==> config.mk <==
export PLATFORM = sky130hd
export DESIGN_NAME = key_scan
export DESIGN_NICKNAME = d
export VERILOG_FILES = /design/src/rtl/key_scan.sv
export SDC_FILE = /design/constraint.sdc
export NUM_CORES = 1
export LEC_CHECK = 0
export ABC_AREA = 0
export ABC_CLOCK_PERIOD_IN_PS = 4000
export BUFFER_PORTS_ARGS = -buffer_cell sky130_fd_sc_hd__clkbuf_2
export CORE_AREA = 4 4 54 93
export CTS_BUF_LIST = sky130_fd_sc_hd__clkbuf_16
export DETAILED_ROUTE_END_ITERATION = 8
export DIE_AREA = 0 0 58 97
export HOLD_SLACK_MARGIN = 0.03
export PLACE_DENSITY = 0.83
export SLEW_MARGIN = 20
export SYNTH_ARGS = -nofsm -noshare
export SYNTH_HDL_FRONTEND = slang
export SYNTH_SLANG_ARGS = --single-unit
==> constraint.sdc <==
create_clock -name CP_100MHz -period 4 [get_ports CP_100MHz]
set_clock_uncertainty 0.2 [all_clocks]
set_input_delay 0.2 -clock CP_100MHz [delete_from_list [all_inputs] [get_ports CP_100MHz]]
set_output_delay 0.2 -clock CP_100MHz [all_outputs]
set_load 0.01 [all_outputs]
==> src/rtl/key_scan.sv <==
// key_scan: 4x4 key matrix scanner with row drive, column debounce, one-clock strobe and held level.
// Define KEY_REPEAT_EN to add auto-repeat strobes while a key stays held.
module key_scan #(
    parameter int CLK_Freq     = 100000000,
    parameter int SCAN_Freq    = 1000,
    parameter int DB_TICKS     = 10,
    parameter int REPEAT_DELAY = 500,
    parameter int REPEAT_RATE  = 100
) (
    input  logic       CP_100MHz,
    input  logic       nCLR,
    input  logic [3:0] COL,
    output logic [3:0] ROW,
    output logic [3:0] KEY,
    output logic       KEY_VALID,
    output logic       KEY_DOWN
);
    localparam int DIV = CLK_Freq / SCAN_Freq;
    localparam int DW  = $clog2(DIV);
    localparam logic [1:0] SCAN = 2'd0, DEBOUNCE = 2'd1, HELD = 2'd2;

    if (DIV < 4 || DB_TICKS < 1 || DB_TICKS > 255 || REPEAT_DELAY < 1 || REPEAT_RATE < 1) begin : g_bad_params
        $error("key_scan: parameter out of range");
    end

    logic [DW-1:0] div;
    logic          tick;
    logic [3:0]    col_m, col_s;
    logic [1:0]    state, r, c, c_new, key_c;
    logic [7:0]    dbcnt, relcnt;
    logic          pressed, col_hit, accept, release_done, rpt_fire;

    assign tick         = div == DW'(DIV - 1);
    assign ROW          = ~(4'b0001 << r);
    assign pressed      = ~&col_s;
    assign c_new        = ~col_s[0] ? 2'd0 : ~col_s[1] ? 2'd1 : ~col_s[2] ? 2'd2 : 2'd3;
    assign col_hit      = ~col_s[c];
    assign key_c        = state == SCAN ? c_new : c;
    // The detection tick already counts as the first match, so DB_TICKS=1 accepts straight from SCAN.
    assign accept       = tick && ((state == SCAN && pressed && DB_TICKS == 1) ||
                                   (state == DEBOUNCE && col_hit && dbcnt + 8'd1 == 8'(DB_TICKS)));
    assign release_done = !col_hit && relcnt + 8'd1 == 8'(DB_TICKS);

`ifdef KEY_REPEAT_EN
    logic [15:0] rptcnt;
    logic        rpt_first;

    assign rpt_fire = tick && state == HELD && col_hit &&
                      rptcnt + 16'd1 == (rpt_first ? 16'(REPEAT_DELAY) : 16'(REPEAT_RATE));

    always_ff @(posedge CP_100MHz or negedge nCLR) begin
        if (!nCLR) begin
            rptcnt    <= '0;
            rpt_first <= 1'b1;
        end else if (tick) begin
            if (state != HELD || !col_hit) begin
                rptcnt    <= '0;
                rpt_first <= 1'b1;
            end else if (rpt_fire) begin
                rptcnt    <= '0;
                rpt_first <= 1'b0;
            end else
                rptcnt <= rptcnt + 16'd1;
        end
    end
`else
    assign rpt_fire = 1'b0;
`endif

    always_ff @(posedge CP_100MHz or negedge nCLR) begin
        if (!nCLR) begin
            div       <= '0;
            col_m     <= 4'hF;
            col_s     <= 4'hF;
            state     <= SCAN;
            r         <= '0;
            c         <= '0;
            dbcnt     <= '0;
            relcnt    <= '0;
            KEY       <= '0;
            KEY_VALID <= 1'b0;
            KEY_DOWN  <= 1'b0;
        end else begin
            col_m     <= COL;
            col_s     <= col_m;
            div       <= tick ? '0 : div + 1'b1;
            KEY_VALID <= accept || rpt_fire;
            if (tick) begin
                if (state == SCAN) begin
                    if (pressed) begin
                        c     <= c_new;
                        dbcnt <= 8'd1;
                        state <= DEBOUNCE;
                    end else
                        r <= r + 2'd1;
                end else if (state == DEBOUNCE) begin
                    if (col_hit)
                        dbcnt <= dbcnt + 8'd1;
                    else begin
                        state <= SCAN;
                        r     <= r + 2'd1;
                    end
                end else if (release_done) begin
                    relcnt   <= '0;
                    KEY_DOWN <= 1'b0;
                    r        <= r + 2'd1;
                    state    <= SCAN;
                end else
                    relcnt <= col_hit ? '0 : relcnt + 8'd1;
                if (accept) begin
                    KEY      <= {r, key_c};
                    KEY_DOWN <= 1'b1;
                    relcnt   <= '0;
                    state    <= HELD;
                end
            end
        end
    end
endmodule

# After elaboration in Yosys (flattened, before gate mapping)

Index checks and enable logic that the tools add are counted.

$add $sub $neg: 4
Mux-type cells: 31
Bitwise logic cells: 3
Equal/unequal tests: 12
Reduce and logical (&&, ||, !) cells: 17
Shifts and indexed selects: 1
Magnitude comparators: 1

Operators by type and width:

| operator                | count |
|---|---|
| $mux W8                 | 9 |
| $mux W2                 | 14 |
| $reduce_and A4 Y1       | 5 |
| $add A17 B1 Y17 const B | 1 |
| $eq A17 B17 Y1 const B  | 1 |
| $mux W17                | 1 |
| $add A8 B1 Y8 const B   | 2 |
| $eq A8 B4 Y1 const B    | 2 |
| $ne A2 B2 Y1 const B    | 4 |
| $mux W1                 | 6 |
| $ne A3 B3 Y1 const B    | 2 |
| $reduce_and A3 Y1       | 2 |
| $logic_and A1 B1 Y1     | 4 |
| $ne A4 B4 Y1 const B    | 1 |
| $not A4 Y4              | 1 |
| $reduce_bool A2 Y1      | 2 |
| $reduce_bool A4 Y1      | 1 |
| $shl A1 B2 Y4 const A   | 1 |
| $lt A2 B3 Y1 const B    | 1 |
| $reduce_bool A3 Y1      | 1 |
| $add A2 B1 Y2 const B   | 1 |
| $bmux W1 S2             | 1 |
| $eq A2 B1 Y1 const B    | 1 |
| $logic_not A2 Y1        | 1 |
| 3 further kinds         | 4 |

Flip-flop bits (word level): 53
Input bits: 6
Logic and storage cells: 80

# Longest topological paths before layout

Word-level depth: 8
Depth in mapped cells: 9
Gate-level depth less buffers: 7

# Worst setup path before layout

OpenSTA, ideal clock, no wires.

Path kind: register -> register
Start point: register relcnt[0]
End point: register r[1]
Buffers on the path: 0
Library setup time: 0.128 ns
Path slack: 1.299 ns
Arrival: 2.374 ns
Data required time: 3.672 ns
Clock period less this slack: 2.701 ns
Cell stages (with the launch flop): 8
Cell sequence: dfrtp_1 -> ha_1 -> or3_1 -> a211o_1 -> a2111oi_4 -> nand2_2 -> a221oi_2 -> mux2_1

Word-level cells in the longest chain between the ends: 5

Ends and longest elaborated chain:

| what                         | RTL line | source |
|---|---|---|
| start, declared              | 30       | `logic [7:0] dbcnt, relcnt;` |
| start signal, assigned       | 109      | `relcnt <= col_hit ? '0 : relcnt + 8'd1;` |
| $add A8 B1 Y8                | 42       | `assign release_done = !col_hit && relcnt + 8'd1 == 8'(DB_TICKS);` |
| $eq A8 B4 Y1                 | 42       |  |
| $logic_and A1 B1 Y1          | 42       |  |
| $reduce_bool A3 Y1 (no line) | --       |  |
| $reduce_and A4 Y1 (no line)  | --       |  |
| end signal, assigned         | 95       | `r <= r + 2'd1;` |
| end signal, assigned         | 101      | `r <= r + 2'd1;` |
| end signal, assigned         | 106      | `r <= r + 2'd1;` |
| end, declared                | 29       | `logic [1:0] state, r, c, c_new, key_c;` |

No other way between the ends.
A chain may end at the register's enable or synchronous reset.

# Worst setup path after layout

Ends and elaborated chain as after synthesis.

==> impl_metrics.json <==
{
  "core_sq_um": 4324,
  "synth_area_sq_um": 2730,
  "cts_made_buffers": 5,
  "antenna_violations_before_repair": 0,
  "cts-htree-levels": 2,
  "peakVddDrop_mv": 0.3747,
  "dp_slack_ns": 1.132,
  "timing.final.setup_violations": 0,
  "routed_wirelength_um": 5129,
  "detailedRoute.firstPassIterationCount": 4,
  "vertical_extent_of_the_die_um": 97,
  "drt_first_iter_violations": 58,
  "numPortBuffers": 15,
  "rsz0062_at_grt": "false",
  "max_slew.worst_pin.slew_ns": 0.6480,
  "postSynthAreaPerCell_sq_um": 10.00,
  "totalNegativeSetupSlack_ns": 0,
  "critPathKind": "flop to flop",
  "synthDominantAreaCellType": "sky130_fd_sc_hd__dfrtp_1",
  "outcome": "complete, no violations",
  "drcViolationCount": 0,
  "tritoncts": "done",
  "grt_pass1_wl_um": 9032,
  "clock-sinks": 53,
  "ys_dominant_reg_cell": "sky130_fd_sc_hd__dfrtp_1",
  "synth-edff-count": 0,
  "final_layout_size_suffix_gt1_share_pct": 13.99,
  "gp_routability_congestion": 0.8820,
  "clkTransAtPathRegs_ns": 0.07,
  "endpoint_required_time_on_the_critical_path_ns": 3.98,
  "synthTopCellsByCount": "45 x sky130_fd_sc_hd__dfrtp_1, 26 x sky130_fd_sc_hd__nand2_1, 23 x sky130_fd_sc_hd__nor2_1",
  "yosysUniqueCellTypes": 48,
  "timing.hold.worst.class": "flop to flop",
  "hold_viol_final": 0,
  "finalCriticalPeriod_ns": 2.860,
  "worst_ep_arrival_time_ns": 2.84,
  "reg2reg_setup_slack_ns": 1.14,
  "grt_max_degree": 54,
  "initial_core_util_pct": 63.14,
  "dp_cells": 331,
  "vias_per_cell": 5.945,
  "global_route.usage.total_pct": 20.60,
  "final_core_util_pct": 70.23,
  "timing.final.crit_share_pct": 71.49,
  "yosys-top-cells-area": "sky130_fd_sc_hd__dfrtp_1 41%, sky130_fd_sc_hd__dfstp_2 7.7%, sky130_fd_sc_hd__ha_1 4.1%",
  "num_antenna_cells": 0,
  "asyncSetResetFlopFracSynth_pct": 100.0,
  "netlist_instances": 273,
  "synth_largest_type_area_fraction_pct": 41.25,
  "yosys.cell_count.top_type": "sky130_fd_sc_hd__dfrtp_1",
  "root_buffer_cell": "sky130_fd_sc_hd__clkbuf_16",
  "areaGrowthSynthToFinish_pct": 11.23,
  "place_hpwl_um": 3731,
  "wl_per_cell_um": 14.91,
  "grt_pass1_vias": 2045,
  "synth_seq_area_share_pct": 48.95,
  "num_ports": 16,
  "layout.nets": 307,
  "max_slew_margin_pct": 56.80,
  "vias": 2045,
  "timing.critical_path.fanout_max": 8,
  "power_density_nw_per_um2": 327.9,
  "grt_overflow": 0,
  "leakage_nw": 1.327,
  "timing.critical_path.from_type": "flop",
  "fp_rows": 32,
  "cts_setup_buffers": 0,
  "worstSkewPairLatency_ns": 0.29,
  "dieWidth_um": 58,
  "synth.ff_latch_count": 53,
  "dieArea_sq_um": 5626,
  "clock_path_buffers": 2,
  "timing.final.max_slew_violations": 0,
  "whs_ns": 0.1561,
  "fmax_mhz": 349.7,
  "cap_violations": 0,
  "synth.yosys.warnings": 0,
  "drt.antenna.violating_nets": 0,
  "final-instance-count-excl-fill": 344,
  "layout_setup_ws_ns": 1.140,
  "syn_nets": 288,
  "endpoint_kind": "flop"
}
-- stage by stage --
stage	area, sq um	power, mW
after global placement	2840	0.5755
after CTS	3037	1.007
after floorplan	2730	0.5608
final	3037	0.9959
after global routing	3037	1.039
after detailed placement	2840	0.5761
-- flip-flops by register name, summed over array words and instances (netlist names) --
name,count
relcnt,8
KEY,4
c,2
KEY_VALID,1
div,17
col_s,4
state,2
KEY_DOWN,1
col_m,4
dbcnt,8
r,2
-- cells by family (layout without fill, tap and decap cells) --
logic type	Yosys count	in the layout	synth area share (%)
buf+inv	27	47	3.942
fa+ha+maj	9	9	4.125
compound gates	49	49	12.83
xor+xnor	19	19	6.095
mux	10	10	4.354
simple gates	106	106	19.71
flops	53	53	48.95
-- power breakdown --
group	internal [mW]	total, mW	switching (mW)
registers	0.543	0.545	0.00208
logic	0.00787	0.0237	0.0158
clock network	0.233	0.427	0.194
total	0.784	0.996	0.212
-- repair_timing --
item | 4_1_cts | 5_1_grt
hold buffers | 5 | 0
gates resized for setup | 0 | 0
hold endpoints to repair | 49 | 0
-- worst paths after layout --
path	endpoint	cells past startpoint	start
worst max-delay path	r[1]$_DFFE_PN0P_	7	relcnt[0]$_DFFE_PN0P_
worst min-delay path	col_s[2]$_DFF_PN1_	0	col_m[2]$_DFF_PN1_
worst max register to register	r[1]$_DFFE_PN0P_	7	relcnt[0]$_DFFE_PN0P_
worst min register to register	col_s[2]$_DFF_PN1_	0	col_m[2]$_DFF_PN1_
max in group asynchronous	div[6]$_DFF_PN0_	3	nCLR
min in group asynchronous	r[0]$_DFFE_PN0P_	3	nCLR
-- layout by cell type (no fill, tap or decap), types with 2 or more instances in the layout --
master,n
sky130_fd_sc_hd__nand3_1,18
sky130_fd_sc_hd__xor2_1,7
sky130_fd_sc_hd__or4_1,3
sky130_fd_sc_hd__o21ai_0,12
sky130_fd_sc_hd__o31ai_1,4
sky130_fd_sc_hd__a211oi_1,5
sky130_fd_sc_hd__o2111ai_1,2
sky130_fd_sc_hd__inv_1,17
sky130_fd_sc_hd__and4_1,2
sky130_fd_sc_hd__nor2_1,23
sky130_fd_sc_hd__buf_4,2
sky130_fd_sc_hd__a31oi_1,3
sky130_fd_sc_hd__o22ai_1,3
sky130_fd_sc_hd__dfstp_2,8
sky130_fd_sc_hd__dfrtp_1,45
sky130_fd_sc_hd__mux2i_1,4
sky130_fd_sc_hd__a21oi_1,2
sky130_fd_sc_hd__dlygate4sd3_1,5
sky130_fd_sc_hd__and3_1,8
sky130_fd_sc_hd__or2_2,2
sky130_fd_sc_hd__ha_1,9
sky130_fd_sc_hd__mux2_1,5
sky130_fd_sc_hd__nand2_1,26
sky130_fd_sc_hd__o41ai_1,2
sky130_fd_sc_hd__nand2b_1,4
sky130_fd_sc_hd__o21ai_1,8
sky130_fd_sc_hd__nor3_1,4
sky130_fd_sc_hd__xnor2_1,12
sky130_fd_sc_hd__clkbuf_2,15
sky130_fd_sc_hd__a211o_1,2
sky130_fd_sc_hd__clkbuf_16,5
sky130_fd_sc_hd__nor2b_1,2
sky130_fd_sc_hd__nand4_1,5
-- area by class of cell --
class,instances,area [sq um]
clock buffers,5,125.1
inverters,17,63.81
fillers,319,1287
repair buffers,22,140.1
flip-flops and latches,53,1336
multi-input cells,193,1286
clock inverters,3,21.27
well taps,51,63.81
-- layer usage --
layer / vias to the layer above / global-route usage [%] / part of all wire (%)
met5: - / 0 / 0
met4: 0 / 12.68 / 4.2
met3: 21 / 4.139 / 2.8
met2: 40 / 34.15 / 53
met1: 987 / 23.50 / 40
li1: 997 / - / -
-- critical path, cell delays in order (launching register included) --
cell	delay (ns)
sky130_fd_sc_hd__dfrtp_1	0.42
sky130_fd_sc_hd__ha_1	0.30
sky130_fd_sc_hd__or3_1	0.33
sky130_fd_sc_hd__a211o_1	0.33
sky130_fd_sc_hd__a2111oi_4	0.37
sky130_fd_sc_hd__nand2_2	0.12
sky130_fd_sc_hd__a221oi_2	0.34
sky130_fd_sc_hd__mux2_1	0.35
No activity file was read; power rests on OpenSTA's default activity.
